==> config.mk <==
export PLATFORM = sky130hd
export DESIGN_NAME = keypad_event_decoder
export DESIGN_NICKNAME = d
export VERILOG_FILES = /design/src/rtl/keypad_event_decoder.sv
export SDC_FILE = /design/constraint.sdc
export NUM_CORES = 1
export LEC_CHECK = 0
export CAP_MARGIN = 20
export CELL_PAD_IN_SITES_DETAIL_PLACEMENT = 1
export CELL_PAD_IN_SITES_GLOBAL_PLACEMENT = 1
export CORE_ASPECT_RATIO = 0.8
export CORE_UTILIZATION = 41
export DETAILED_ROUTE_END_ITERATION = 8
export PLACE_DENSITY_LB_ADDON = 0.1
export SLEW_MARGIN = 20
export SYNTH_ARGS = -nofsm -noshare
export SYNTH_HDL_FRONTEND = slang
export SYNTH_SLANG_ARGS = --single-unit
==> constraint.sdc <==
create_clock -name clk_in -period 2.1 [get_ports clk_in]
set_input_delay 0.315 -clock clk_in [delete_from_list [all_inputs] [get_ports clk_in]]
set_output_delay 0.315 -clock clk_in [all_outputs]
set_load 0.01 [all_outputs]
==> src/rtl/keypad_event_decoder.sv <==
`default_nettype none
// ============================================================================
// Module      : keypad_event_decoder
// Description : Turns the 4x4 matrix scanner's intermittent per-line hits
//               into one debounced, release-gated press event per keystroke,
//               buffered in a small FIFO behind a valid/ready port.
// Ports       : clk_in        system clock (same clock as the scanner divider)
//               rst_n         asynchronous reset, active low
//               scan_flag     scanner flag, asynchronous to clk_in
//               scan_code     scanner code 0..15 (16..31 ignored)
//               key_valid     FIFO head holds an event
//               key_code      FIFO head code, meaningful while key_valid=1
//               key_ready     consumer accepts head when key_valid&key_ready
//               fifo_full     FIFO holds FIFO_DEPTH entries
//               overflow      sticky: a press was dropped on a full FIFO
//               overflow_clr  synchronous clear of overflow
// Revision    : 1.0  initial release
// ============================================================================
module keypad_event_decoder #(
  parameter int PRESS_HITS     = 3,     // 1..15
  parameter int RELEASE_CYCLES = 8192,  // must exceed 4 scan periods
  parameter int FIFO_DEPTH     = 4      // power of 2, >= 2
) (
  input  logic       clk_in,
  input  logic       rst_n,
  input  logic       scan_flag,
  input  logic [4:0] scan_code,
  output logic       key_valid,
  output logic [4:0] key_code,
  input  logic       key_ready,
  output logic       fifo_full,
  output logic       overflow,
  input  logic       overflow_clr
);

  localparam int c_PTR_W   = $clog2(FIFO_DEPTH);
  localparam int c_CNT_W   = c_PTR_W + 1;
  localparam int c_QUIET_W = $clog2(RELEASE_CYCLES + 1);

  localparam logic [c_QUIET_W-1:0] c_QUIET_MAX   = c_QUIET_W'(RELEASE_CYCLES);
  localparam logic [3:0]           c_PRESS_HITS  = 4'(PRESS_HITS);
  localparam logic [c_CNT_W-1:0]   c_DEPTH       = c_CNT_W'(FIFO_DEPTH);

  typedef enum logic [1:0] {
    ST_IDLE = 2'd0,
    ST_ARM  = 2'd1,
    ST_HELD = 2'd2
  } state_t;

  // --------------------------------------------------------------------------
  // Input capture: 2-FF synchronizers plus one extra flag stage for edge detect
  // --------------------------------------------------------------------------
  logic       r_flag_s1, r_flag_s2, r_flag_d;
  logic [4:0] r_code_s1, r_code_s2;

  always_ff @(posedge clk_in or negedge rst_n) begin
    if (!rst_n) begin
      r_flag_s1 <= 1'b0;
      r_flag_s2 <= 1'b0;
      r_flag_d  <= 1'b0;
      r_code_s1 <= 5'd0;
      r_code_s2 <= 5'd0;
    end else begin
      r_flag_s1 <= scan_flag;
      r_flag_s2 <= r_flag_s1;
      r_flag_d  <= r_flag_s2;
      r_code_s1 <= scan_code;
      r_code_s2 <= r_code_s1;
    end
  end

  // Codes 16..31 have bit 4 set and never count as hits.
  logic w_hit;
  assign w_hit = r_flag_s2 & ~r_flag_d & ~r_code_s2[4];

  // --------------------------------------------------------------------------
  // Press FSM
  // --------------------------------------------------------------------------
  state_t                r_state;
  logic [4:0]            r_cand;
  logic [3:0]            r_hitcnt;
  logic [c_QUIET_W-1:0]  r_quiet;
  logic                  w_quiet_done;
  logic                  w_push;

  assign w_quiet_done = (r_quiet == c_QUIET_MAX);

  // Push coincides with the transition into HELD.
  always_comb begin
    w_push = 1'b0;
    case (r_state)
      ST_IDLE: w_push = w_hit && (c_PRESS_HITS == 4'd1);
      ST_ARM:  w_push = w_hit && (r_code_s2 == r_cand) &&
                        ((r_hitcnt + 4'd1) == c_PRESS_HITS);
      default: w_push = 1'b0;
    endcase
  end

  always_ff @(posedge clk_in or negedge rst_n) begin
    if (!rst_n) begin
      r_state  <= ST_IDLE;
      r_cand   <= 5'd0;
      r_hitcnt <= 4'd0;
      r_quiet  <= '0;
    end else begin
      // Quiet counter: cleared by any hit, saturates at the release threshold.
      if (w_hit) begin
        r_quiet <= '0;
      end else if (!w_quiet_done) begin
        r_quiet <= r_quiet + c_QUIET_W'(1);
      end

      case (r_state)
        ST_IDLE: begin
          if (w_hit) begin
            r_cand   <= r_code_s2;
            r_hitcnt <= 4'd1;
            r_state  <= w_push ? ST_HELD : ST_ARM;
          end
        end
        ST_ARM: begin
          if (w_hit) begin
            if (r_code_s2 == r_cand) begin
              r_hitcnt <= r_hitcnt + 4'd1;
              if (w_push) begin
                r_state <= ST_HELD;
              end
            end else begin
              // A different key took over before acceptance: start over on it.
              r_cand   <= r_code_s2;
              r_hitcnt <= 4'd1;
            end
          end else if (w_quiet_done) begin
            r_state <= ST_IDLE;
          end
        end
        ST_HELD: begin
          // Any hit keeps the key held; other codes never roll over.
          if (!w_hit && w_quiet_done) begin
            r_state <= ST_IDLE;
          end
        end
        default: r_state <= ST_IDLE;
      endcase
    end
  end

  // --------------------------------------------------------------------------
  // Event FIFO
  // --------------------------------------------------------------------------
  logic [4:0]           r_mem [FIFO_DEPTH];
  logic [c_PTR_W-1:0]   r_wr_ptr, r_rd_ptr;
  logic [c_CNT_W-1:0]   r_count;
  logic                 r_key_valid;
  logic [4:0]           r_key_code;
  logic                 r_overflow;

  logic                 w_pop, w_full, w_wr_en, w_drop;
  logic [c_CNT_W-1:0]   w_count_left;
  logic [c_PTR_W-1:0]   w_rd_ptr_nxt;

  assign w_pop        = r_key_valid & key_ready;
  assign w_full       = (r_count == c_DEPTH);
  // A pop in the same cycle frees the slot the push needs.
  assign w_wr_en      = w_push & (~w_full | w_pop);
  assign w_drop       = w_push & w_full & ~w_pop;
  // Entries that remain after this cycle's pop, excluding this cycle's push:
  // a freshly pushed event therefore surfaces one cycle after its push.
  assign w_count_left = r_count - c_CNT_W'(w_pop);
  assign w_rd_ptr_nxt = r_rd_ptr + c_PTR_W'(w_pop);

  always_ff @(posedge clk_in) begin
    if (w_wr_en) begin
      r_mem[r_wr_ptr] <= r_cand_or_code();
    end
  end

  // The pushed code is the candidate, or the hit code when accepted from IDLE.
  function automatic logic [4:0] r_cand_or_code();
    return (r_state == ST_IDLE) ? r_code_s2 : r_cand;
  endfunction

  always_ff @(posedge clk_in or negedge rst_n) begin
    if (!rst_n) begin
      r_wr_ptr    <= '0;
      r_rd_ptr    <= '0;
      r_count     <= '0;
      r_key_valid <= 1'b0;
      r_key_code  <= 5'd0;
      r_overflow  <= 1'b0;
    end else begin
      if (w_wr_en) begin
        r_wr_ptr <= r_wr_ptr + c_PTR_W'(1);
      end
      r_rd_ptr <= w_rd_ptr_nxt;
      r_count  <= w_count_left + c_CNT_W'(w_wr_en);

      // Head register; holds its code while the consumer stalls.
      r_key_valid <= (w_count_left != '0);
      if (w_count_left != '0) begin
        r_key_code <= r_mem[w_rd_ptr_nxt];
      end

      if (w_drop) begin
        r_overflow <= 1'b1;
      end else if (overflow_clr) begin
        r_overflow <= 1'b0;
      end
    end
  end

  assign key_valid = r_key_valid;
  assign key_code  = r_key_code;
  assign fifo_full = w_full;
  assign overflow  = r_overflow;

endmodule
`default_nettype wire

==> results.py <==
metrics = {
    "worst_setup_path": {
        "crit_path_top_delay_cell": "or4_4",
        "r2r_cells": 7,
        "r2r_end": "overflow",
        "cp-end-kind": "flip-flop",
        "worstPathMaxFanout": 4,
        "r2r_setup_slack_ns": 0.09,
        "start_kind": "flip-flop",
        "cp_slowest_stage_delay_ns": 0.55,
        "path_cells": "inv_1, ha_2, nor4b_4, a31oi_4, buf_4, or4_4, o32ai_4",
        "critPathArrivalTime_ns": 2.26,
        "cp_data_required_time_ns": 2.35,
        "critical_path_buf_inv_count": 2,
        "crit_type": "reg2reg",
        "r2r-start": "r_hitcnt[0]",
        "worst_path_dominant_cell_family": "simple AND/OR/NAND/NOR gates",
    },
    "timing": {
        "finalClockSkew_ns": 0.0119,
        "finalHoldViolCount": 0,
        "setup_tns_ns": 0,
        "fin_crit_ns": 2.01,
        "fin_crit_sh_pct": 95.8,
        "tightest_slew_ns": 0.423,
        "relSlewSlack_pct": 71.4,
        "whs_ns": 0.352,
        "rsz0062_at_grt": "no",
        "setup_ws_ns": 0.0872,
        "fmax_ghz": 0.497,
        "setup_violations": 0,
        "slew_violations": 0,
    },
    "power_and_ir_drop": {
        "combPwrFrac_pct": 27.1,
        "p_per_area_mw_per_mm2": 985,
        "pwr-share-clk_pct": 26.8,
        "p_leak_nw": 1.60,
        "power_mw": 3.86,
        "power.switching_mw": 1.10,
        "internal_power_mw": 2.75,
        "seqPwrFrac_pct": 46.1,
        "swShare_pct": 28.6,
        "peakVddDrop_v": 0.000372,
    },
    "finish": {
        "num-fill-cells": 764,
        "post-route-util_pct": 52.9,
        "fin_nets": 311,
        "drive_above_1_share_pct": 27.6,
        "antenna_cells": 0,
        "final_cell_mix": "dfrtp_1 (49), buf_4 (23), edfxtp_1 (20)",
        "layout_commonest_cell": "dfrtp_1",
        "syn_to_final_growth_pct": 24.8,
    },
    "routing": {
        "dr_total_vias": 1949,
        "via_per_inst": 4.90,
        "drc": 0,
        "top_layer": "met4",
        "drt_iter0_markers": 44,
        "routed_wl_um": 5910,
        "wl_met1_um": 3080,
        "drtPass1Iterations": 4,
        "wl_met2_um": 2600,
        "avgRoutedWirePerCell_um": 14.9,
        "wl_met3_um": 153,
        "ant_nets": 0,
    },
    "place": {
        "port-buffer-count": 17,
        "gp_congestion": 0.707,
        "place_ws_ns": -0.213,
        "hpwl_um": 4320,
    },
    "grt": {
        "grt_pass1_vias": 2061,
        "grt_use_total_pct": 17.3,
        "grt_pass1_wl_um": 10300,
        "gr-total-overflow": 0,
        "grt_start_max_net_pins": 53,
        "antenna_found_initial": 0,
    },
    "yosys": {
        "syn-cell-area_sq_mm": 0.00314,
        "seq_area_frac_synth_pct": 60.7,
        "dominantRegCellSynth": "dfrtp_1",
        "yosysUniqueCellTypes": 41,
        "synth_nets": 261,
        "async_flop_share_pct": 72.2,
        "synth-seq-cells": 72,
        "synth_warnings": 0,
        "synth_edf_count": 20,
        "synthCells": 238,
        "synth.avg_cell_area_sq_um": 13.2,
    },
    "worst_hold_path": {
        "min_path_cells": 0,
        "holdPathEnd": "r_code_s2[2]",
        "hp-class": "reg2reg",
        "min_from": "r_code_s1[2]",
    },
    "clock_network": {
        "cts_buffers": 9,
        "cts.sinks": 72,
        "clk_latency_ns": 0.34,
        "cts_root_buffer": "clkbuf_8",
        "cts_tree": "built",
        "clock_path_buffers": 2,
        "htreeDepth": 3,
        "cts.clk_slew.worst_paths_ns": 0.08,
    },
    "floorplan": {
        "rows": 28,
        "ios": 18,
        "dieArea_sq_mm": 0.00800,
        "core_sq_mm": 0.00739,
        "initial_core_util_pct": 42.4,
        "die_height_um": 80.2,
        "chipWidth_um": 99.8,
    },
    "outcome": {
        "outcome": "complete, no violations",
    },
    "flow_run": {
        "cap_violations": 0,
    },
}
[worst max path at each step]
stage / start / end / cells after the start
3_5_place_dp: key_ready / key_code[0] / 7
2_1_floorplan: key_valid / key_code[0] / 5
6_report: r_hitcnt[0] / overflow / 7
5_1_grt: r_hitcnt[0] / overflow / 7
4_1_cts: r_hitcnt[0] / r_mem[0][1] / 8
3_3_place_gp: key_ready / key_code[2] / 7
[metal layers]
layer  global-route usage [%]  vias up
met2                     25.8       21
met4                     6.62        0
met3                     4.18        8
met5                        0        -
met1                     24.4      980
li1                         -      940
[cell families after synthesis]
group | after synthesis | synth area share [%]
AO/OA/AOI/OAI | 24 | 4.91
XOR/XNOR | 17 | 4.75
adder cells (fa/ha/maj) | 13 | 5.19
buffers and inverters | 19 | 2.31
flip-flops | 72 | 60.7
multiplexers | 17 | 7.86
AND/OR/NAND/NOR | 76 | 14.3
[final cells by class]
type                       instances  area (sq um)  area share [%]
sequential                        72          1910            48.7
multi-input combinational        147          1240            31.8
timing repair buffer              43           387            9.88
clock buffer                      11           153            3.90
tap                              105           131            3.36
inverter                          15          56.3            1.44
clock inverter                     5          37.5           0.959
[through the flow]
stage / instances / instance area, sq um
floorplan: 238 / 3140
global placement: 380 / 3630
detailed placement: 380 / 3630
CTS: 398 / 3860
global route: 398 / 3910
finish: 398 / 3910
[timing repair]
item	4_1_cts	5_1_grt
endpoints found under the hold margin	52	0
buffers inserted	1	0
endpoints found under the setup margin	25	28
pin swaps	1	2
hold buffers	1	0
gates resized for setup	8	13
[registers in the layout, summed over array words and instances (netlist names), 2 cells and up]
name / flops
r_rd_ptr: 2
r_quiet: 14
key_code: 5
r_hitcnt: 4
r_code_s2: 5
r_count: 3
r_wr_ptr: 2
r_cand: 5
r_mem: 20
r_code_s1: 5
r_state: 2
[Yosys cell counts (all sizes together), types with 2 or more instances]
library cell / count / area share, %
nand3: 6 / 1.1
inv: 15 / 1.8
clkbuf: 3 / 0.36
a21oi: 8 / 1.3
and2: 5 / 1.0
mux2: 11 / 4.0
nor2: 12 / 1.4
xnor2: 14 / 3.9
or3: 4 / 0.80
o31ai: 4 / 0.96
mux4: 5 / 3.6
nor3: 4 / 0.64
nor2b: 2 / 0.40
or4: 2 / 0.60
nand4: 3 / 0.60
nand2: 19 / 2.3
nor4b: 4 / 1.6
nor4: 4 / 1.3
xor2: 3 / 0.84
ha: 13 / 5.2
nand3b: 4 / 0.96
o21ai: 7 / 1.1
dfrtp: 52 / 42
and3: 2 / 0.40
edfxtp: 20 / 19
[power by group through the flow]
stage	Sequential, mW	Combinational (mW)	Clock [mW]
after floorplan	1.80	0.611	0
final	1.78	1.04	1.03
after CTS	1.78	1.06	1.07
after detailed placement	1.81	1.05	0
after global placement	1.80	1.02	0
after global routing	1.80	1.17	1.13
No activity file was read; power rests on OpenSTA's default activity.
